==> config.mk <==
export PLATFORM = sky130hd
export DESIGN_NAME = aes_tiled_round_seq
export DESIGN_NICKNAME = d
export VERILOG_FILES = /design/src/rtl/aes_tiled_round_seq.sv
export SDC_FILE = /design/constraint.sdc
export NUM_CORES = 2
export LEC_CHECK = 0
export ABC_AREA = 0
export ABC_CLOCK_PERIOD_IN_PS = 8300
export BUFFER_PORTS_ARGS = -buffer_cell sky130_fd_sc_hd__buf_2
export CELL_PAD_IN_SITES_DETAIL_PLACEMENT = 1
export CELL_PAD_IN_SITES_GLOBAL_PLACEMENT = 2
export CORE_ASPECT_RATIO = 0.8
export CORE_MARGIN = 10
export CORE_UTILIZATION = 39
export CTS_CLUSTER_SIZE = 30
export DETAILED_ROUTE_END_ITERATION = 7
export GPL_TIMING_DRIVEN = 0
export PLACE_DENSITY_LB_ADDON = 0.3
export SLEW_MARGIN = 10
export SYNTH_ARGS = -nofsm -noshare
export SYNTH_HDL_FRONTEND = slang
export SYNTH_SLANG_ARGS = --single-unit
export TNS_END_PERCENT = 30
==> constraint.sdc <==
create_clock -name g_clk -period 8.3 [get_ports g_clk]
set_clock_uncertainty 0.1 [all_clocks]
set_input_delay 0.415 -clock g_clk [delete_from_list [all_inputs] [get_ports g_clk]]
set_output_delay 0.415 -clock g_clk [all_outputs]
set_load 0.02 [all_outputs]
==> src/rtl/aes_tiled_round_seq.sv <==
// Sequences one AES round (enc/dec, normal/final) over the tiled AES unit, key XOR done locally.
// Optional AES_TILED_ROUND_ZEROISE_EN clears scratch, key and response data after each round.
module aes_tiled_round_seq (
   input  logic         g_clk,
   input  logic         g_resetn,
   input  logic         req_valid,
   output logic         req_ready,
   input  logic         req_dec,
   input  logic         req_final,
   input  logic [127:0] req_state,
   input  logic [127:0] req_rkey,
   output logic         rsp_valid,
   input  logic         rsp_ready,
   output logic [127:0] rsp_state,
   output logic         t_valid,
   output logic         t_dec,
   output logic         t_op_sb,
   output logic         t_op_sbsr,
   output logic         t_op_mix,
   output logic         t_hi,
   output logic [31:0]  t_rs1,
   output logic [31:0]  t_rs2,
   input  logic         t_ready,
   input  logic [31:0]  t_rd
);

   // Handshakes: a transfer happens on a rising edge where valid && ready; the
   // sender holds valid and its payload stable until that edge.

   typedef enum logic [2:0] {ST_IDLE, ST_SBSR, ST_MIX, ST_KEY, ST_DONE} state_t;

   state_t            state_q;
   logic [1:0]        k_q;
   logic [3:0][31:0]  w_q;
   logic [3:0][31:0]  s_q;
   logic [3:0][31:0]  rkey_q;
   logic              dec_q;
   logic              fin_q;

   logic [1:0]        s_idx;
   logic [3:0][31:0]  s_next;
   logic [3:0][31:0]  w_key;

   assign t_op_sb = 1'b0;

   // MixColumns writes scratch in order S0,S2,S1,S3: the index is k with bits swapped.
   always_comb begin
      s_idx         = (state_q == ST_MIX) ? {k_q[0], k_q[1]} : k_q;
      s_next        = s_q;
      s_next[s_idx] = t_rd;
      w_key         = w_q ^ rkey_q;
   end

   function automatic logic [63:0] op_operands(logic mix, logic [1:0] k, logic [3:0][31:0] w);
      logic [1:0] a;
      logic [1:0] b;
      if (mix) begin
         a = {k[0], k[1]};
         b = a ^ 2'b10;
      end else begin
         a = k;
         b = k ^ 2'b01;
      end
      return {w[a], w[b]};
   endfunction

   always_ff @(posedge g_clk or negedge g_resetn) begin
      if (!g_resetn) begin
         state_q   <= ST_IDLE;
         k_q       <= 2'd0;
         w_q       <= '0;
         s_q       <= '0;
         rkey_q    <= '0;
         dec_q     <= 1'b0;
         fin_q     <= 1'b0;
         req_ready <= 1'b1;
         rsp_valid <= 1'b0;
         rsp_state <= '0;
         t_valid   <= 1'b0;
         t_dec     <= 1'b0;
         t_op_sbsr <= 1'b0;
         t_op_mix  <= 1'b0;
         t_hi      <= 1'b0;
         t_rs1     <= '0;
         t_rs2     <= '0;
      end else begin
         case (state_q)
            ST_IDLE: begin
               if (req_valid) begin
                  w_q            <= req_state;
                  rkey_q         <= req_rkey;
                  dec_q          <= req_dec;
                  fin_q          <= req_final;
                  k_q            <= 2'd0;
                  req_ready      <= 1'b0;
                  t_valid        <= 1'b1;
                  t_dec          <= req_dec;
                  t_op_sbsr      <= 1'b1;
                  t_op_mix       <= 1'b0;
                  t_hi           <= 1'b0;
                  {t_rs1, t_rs2} <= op_operands(1'b0, 2'd0, req_state);
                  state_q        <= ST_SBSR;
               end
            end
            ST_SBSR, ST_MIX: begin
               if (t_ready) begin
                  s_q <= s_next;
                  if (k_q != 2'd3) begin
                     k_q            <= k_q + 2'd1;
                     {t_rs1, t_rs2} <= op_operands(state_q == ST_MIX, k_q + 2'd1, w_q);
                     t_hi           <= (state_q == ST_SBSR) && (k_q != 2'd0);
                  end else begin
                     w_q <= s_next;
                     k_q <= 2'd0;
                     if (state_q == ST_SBSR && !dec_q && !fin_q) begin
                        state_q        <= ST_MIX;
                        t_op_sbsr      <= 1'b0;
                        t_op_mix       <= 1'b1;
                        t_hi           <= 1'b0;
                        {t_rs1, t_rs2} <= op_operands(1'b1, 2'd0, s_next);
                     end else begin
                        t_valid   <= 1'b0;
                        t_op_sbsr <= 1'b0;
                        t_op_mix  <= 1'b0;
                        t_hi      <= 1'b0;
`ifdef AES_TILED_ROUND_ZEROISE_EN
                        t_rs1     <= '0;
                        t_rs2     <= '0;
`endif
                        if (state_q == ST_MIX && dec_q) begin
                           state_q   <= ST_DONE;
                           rsp_valid <= 1'b1;
                           rsp_state <= s_next;
                        end else begin
                           state_q <= ST_KEY;
                        end
                     end
                  end
               end
            end
            ST_KEY: begin
               w_q <= w_key;
               if (dec_q && !fin_q) begin
                  state_q        <= ST_MIX;
                  t_valid        <= 1'b1;
                  t_op_mix       <= 1'b1;
                  t_hi           <= 1'b0;
                  {t_rs1, t_rs2} <= op_operands(1'b1, 2'd0, w_key);
               end else begin
                  state_q   <= ST_DONE;
                  rsp_valid <= 1'b1;
                  rsp_state <= w_key;
               end
            end
            ST_DONE: begin
               if (rsp_ready) begin
                  rsp_valid <= 1'b0;
                  req_ready <= 1'b1;
                  state_q   <= ST_IDLE;
`ifdef AES_TILED_ROUND_ZEROISE_EN
                  s_q       <= '0;
                  rkey_q    <= '0;
                  rsp_state <= '0;
`endif
               end
            end
            default: state_q <= ST_IDLE;
         endcase
      end
   end

endmodule

Yosys cells after proc, flatten, opt, wreduce, memory -nomap -nowiden
Index checks and enable logic that the tools add are counted.

cells by class
  eq/ne operators = 14
  $lt $le $gt $ge = 10
  multiplexer cells = 104
  add/sub/neg operators = 1
  bitwise operators = 2
  reductions and logical operators = 29

operators by type and width
  cell                number
  $mux 128            8
  $mux 32             19
  $bmux 32 s2         8
  $pmux 128 s3        1
  $pmux 128 s2        1
  $pmux 32 s3         2
  $bwmux 128          1
  $xor 128x128->128   1
  $demux 32 s2        1
  $mux 2              27
  $lt 2x3->1 const B  9
  $mux 1              21
  $mux 3              7
  $ne 2x2->1 const B  9
  $reduce_and 4->1    4
  $pmux 1 s3          4
  $pmux 3 s4          1
  $reduce_and 6->1    2
  $reduce_and 5->1    2
  $reduce_bool 2->1   4
  $reduce_and 7->1    1
  $eq 3x2->1 const B  2
  $logic_and 1x1->1   6
  $reduce_and 3->1    2
  other kinds (13)    17

word-level totals
  bits of input ports = 295
  output and inout port bits = 200
  register bits after elaboration = 589
  word-level logic and storage cells = 185

Longest topological paths before layout
  depth in word-level cells = 13
  gate-level depth with buffers = 12
  mapped depth without buffers = 7

Worst setup path before layout
No wires, ideal clock.

  path type = reg-to-reg
  start point = register k_q[0]
  end point = register t_rs1[10]
  slack = 5.162 ns
  arrival = 2.897 ns
  buffers on the path = 5
  required time = 8.059 ns
  setup time = 0.141 ns
  stages on the path, launching flop included = 13
  period minus slack after synthesis = 3.138 ns
  cell sequence = dfrtp_1 clkinv_1 clkbuf_1 clkbuf_1 ha_1 clkbuf_1 inv_1 clkbuf_1 buf_1 a211oi_1 a211o_1 o2111ai_1 a31oi_1

on the way
  word-level cells in the longest chain between the ends = 12
  elaborated cells on any way between the ends = 23
  classes of those cells = add/sub (1); order compare (2); eq/ne (2); mux (16); reduce/logical (2)

ends and longest elaborated chain
  element                                                         line  text
  start, declared                                                 33    logic [1:0] k_q;
  start signal, assigned                                          109   k_q <= k_q + 2'd1;
  $mux 2                                                          48    s_idx = (state_q == ST_MIX) ? {k_q[0], k_q[1]} : k_q;
  $lt 2x3->1 (not written as such) or $ge 2x1->1 (tied branches)  50    s_next[s_idx] = t_rd;
  $logic_and 1x1->1 (not written as such)                         50
  $mux 32 (not written as such)                                   50
  $demux 32 s2                                                    50
  $bwmux 128                                                      50
  $bmux 32 s2                                                     64    return {w[a], w[b]};
  $mux 32 (not written as such)                                   64
  $mux 32                                                         115   if (state_q == ST_SBSR && !dec_q && !fin_q) begin
  $mux 32                                                         108   if (k_q != 2'd3) begin
  $mux 32                                                         106   if (t_ready) begin
  $pmux 32 s3                                                     87    case (state_q)
  end signal, assigned                                            101   {t_rs1, t_rs2} <= op_operands(1'b0, 2'd0, req_state);
  end signal, assigned                                            110   {t_rs1, t_rs2} <= op_operands(state_q == ST_MIX, k_q + 2'd1, w_q);
  end signal, assigned                                            120   {t_rs1, t_rs2} <= op_operands(1'b1, 2'd0, s_next);
  end, declared                                                   21    output logic [31:0] t_rs1,

Parallel ways exist; a longest one is shown, timed or not. The select of a mux whose other input is x is not followed.
A chain may end at the register's enable or synchronous reset.

Worst setup path after layout
  start point = register k_q[0]
  end point = register t_rs1[17]

The elaborated chain is that of the path after synthesis.

==> impl_metrics.csv <==
group,metric,value,unit
setup_path,cp-end-kind,"flip-flop",
floorplanning,die_h,274,µm
setup_path,crit_required,8.67,ns
setup_path,critical_path_arrival,5.19,ns
min_path,whs_path_depth,3,
route,vias_per_cell,6.13,
global_routing,first_global_vias,30900,
floorplanning,num_rows,93,
final_layout,seq_area,0.0147,mm²
synth,syn_avg_cell_area,10.1,µm²
global_routing,overflow,0,
global_routing,grt_usage,32.6,%
clocking,htreeDepth,3,
synth,synthesis.nets,3403,
floorplanning,initial_utilization,39.2,%
sta,worst_slack,3.47,ns
global_routing,grt_pass1_wl,221000,µm
synth,ys_ff_latch,589,
final_layout,multiInputGateArea,0.0153,mm²
final_layout,utilization,48.8,%
clocking,numCtsBuffers,68,
final_layout,fin_nets,4123,
final_layout,final_area,0.0391,mm²
setup_path,worst_r2r_endpoint,"t_rs1[17]",
setup_path,reg2reg_from,"k_q[0]",
global_routing,grt_max_degree,106,
power,ir_drop,0.209,mV
power,p_leak,16.8,nW
clocking,clk_latency,0.66,ns
sta,period_needed,4.83,ns
clocking,cts_resized,0,
route,drt_iter0_drc,3329,
sta,finalHoldViolations,0,
setup_path,start_kind,"flip-flop",
clocking,path_clk_slew,0.07,ns
floorplanning,die-area,0.0925,mm²
placed_design,dp_hpwl,121000,µm
floorplanning,ios,495,
synth,ys.flop_type,"dfrtp_1",
route,drt-pass1-iter-count,8,
global_routing,antenna_found_initial,25,
clocking,cts-root-buf,"clkbuf_16",
run,maxCapViolations,0,
placed_design,port-buffer-count,493,
synth,synth-seq-area-share,46.9,%
sta,tightestPinTransition,1.40,ns
clocking,cts_buffer_depth,3,
route,routedWlPerCell,31.5,µm
placed_design,dpl_worst_slack,3.76,ns
clocking,cts_hold_buf,148,
sta,setup_violations,0,
clocking,cts_tree,"yes",
final_layout,fillCellCount,9061,
synth,yosysUniqueCellTypes,58,
status,status,"finished, violations left",
synth,syn_area,0.0314,mm²
floorplanning,die_x,337,µm
synth,synth_edf_count,0,
placed_design,dpl_cell_area,0.0354,mm²
setup_path,worstRegToRegCells,12,
sta,max_freq,0.207,GHz
min_path,hold_path.class,"in2reg",
route,num_vias,30300,
min_path,min-delay-start,"req_state[88]",
clocking,clock_sinks,589,
setup_path,r2r_setup_slack,3.47,ns
sta,rsz0062_at_grt,"false",
synth,async_flop_share,100,%
sta,relSlewSlack,6.42,%
sta,slew_violations,0,
route,ant_nets,0,
placed_design,finalWeightedCongestion,0.960,
sta,period_share,58.1,%
route,drc,2,
route,finalWirelength,155000,µm
setup_path,worstSetupPathType,"reg2reg",
final_layout,drive_gt1_share,26.2,%
clocking,postCtsSetupBuffers,0,
floorplanning,coreArea,0.0802,mm²
setup_path,crit_fanout,10,
min_path,worstHoldEndpoint,"w_q[88]",
status,violations,"design-rule violations",
final_layout,syn2layout_area_growth,24.5,%
synth,synth_cells,3105,
synth,yosys_warnings,0,
power,powerDensity,544,mW/mm²
## flip-flops by register name, indices dropped and copies added (netlist names)
| signal | cells |
|---|---|
| w_q | 128 |
| state_q | 3 |
| t_valid | 1 |
| req_ready | 1 |
| s_q | 128 |
| t_rs2 | 32 |
| t_op_sbsr | 1 |
| t_hi | 1 |
| k_q | 2 |
| t_op_mix | 1 |
| t_rs1 | 32 |
| dec_q | 1 |
| rsp_valid | 1 |
| rsp_state | 128 |
| fin_q | 1 |
| rkey_q | 128 |
## cells by family after synthesis
logic type	synth area share, %
compound gates	21.7
simple gates	8.44
flops	46.9
mux	14.8
buf+inv	4.37
xor+xnor	3.62
fa+ha+maj	0.119
other cells	0.0119
## area by class of cell
class	count	area share, %
clock buffer	106	5.28
tap	1045	3.34
antenna	14	0.0895
inverter	38	0.364
buffer	291	3.15
sequential	589	37.7
clock inverter	17	0.339
multi-input combinational	2187	39.2
timing repair buffer	650	10.6
## metal layers
layer | global-route usage (%) | wire length, µm | share of wire, %
met1 | 45.1 | 66600 | 43
met2 | 49.2 | 67800 | 44
met3 | 8.90 | 16000 | 10
met4 | 10.0 | 4850 | 3.1
met5 | 0 | 79 | 0.051
## report_power, final
group / internal, mW / switching, mW
combinational: 4.43 / 7.89
sequential: 4.37 / 1.57
clock: 1.72 / 1.32
total: 10.5 / 10.8
## worst max-delay path, stage by stage (launching register included)
cell and delay, ns:
dfrtp_1 0.45, clkinv_1 0.17, clkbuf_1 0.51, clkbuf_1 0.54, ha_1 0.33, clkbuf_1 0.26, inv_1 0.19, clkbuf_1 0.47
clkbuf_1 0.45, a211oi_1 0.10, a211o_1 0.29, o2111ai_1 0.57, a31oi_1 0.19
## through the flow
step / setup TNS, ns / instances / total power, mW / hold slack (ns)
after detailed placement: 0 / 4649 / 17.8 / 0.289
after CTS: 0 / 4920 / 21.0 / 0.000466
after global placement: -3624.71 / 4643 / 17.5 / 0.358
final: 0 / 4937 / 21.3 / 0.0178
after global routing: 0 / 4934 / 22.3 / 0.00225
after floorplan: 0 / 3105 / 13.1 / 0.0194
## cell usage in the layout, fill, tap and decap left out, types with 33 or more instances in the layout
cell,n
a211o_1,34
a21o_1,35
a21oi_1,262
a221oi_1,96
a31oi_1,99
buf_2,576
clkbuf_1,190
clkbuf_16,69
dfrtp_1,588
dlygate4sd3_1,151
inv_1,36
mux2_2,307
mux2i_1,98
nand2_1,168
nand3_1,35
nand4b_1,33
nor2_1,326
o211ai_1,64
o21ai_0,133
o21bai_1,64
or3_1,33
xnor2_1,64
xor2_1,64
## Yosys cell counts (all sizes together), types with 33 or more instances
cell type,count,area [µm²]
a211o,34,298
a211oi,34,265
a21o,35,263
a21oi,264,1330
a221oi,96,841
a31oi,99,619
buf,118,582
clkbuf,173,649
dfrtp,588,14700
inv,37,139
mux2,324,3650
mux2i,100,1020
nand2,168,631
nand3,35,175
nand4b,33,289
nor2,326,1220
o211ai,64,480
o21ai,164,821
o21bai,64,480
or3,33,206
xnor2,65,577
xor2,64,561
## worst max-delay path by stage
stage | from | slack, ns | endpoint | cells after the start
floorplan | k_q[0] | 5.16 | t_rs1[10] | 12
global placement | g_resetn | -6.28 | rsp_state[103] | 1
detailed placement | k_q[0] | 3.76 | t_rs1[17] | 12
CTS | k_q[0] | 3.74 | t_rs1[11] | 12
global route | k_q[0] | 3.32 | t_rs1[13] | 12
finish | k_q[0] | 3.47 | t_rs1[17] | 12
Power figures use the tool's default switching activity.
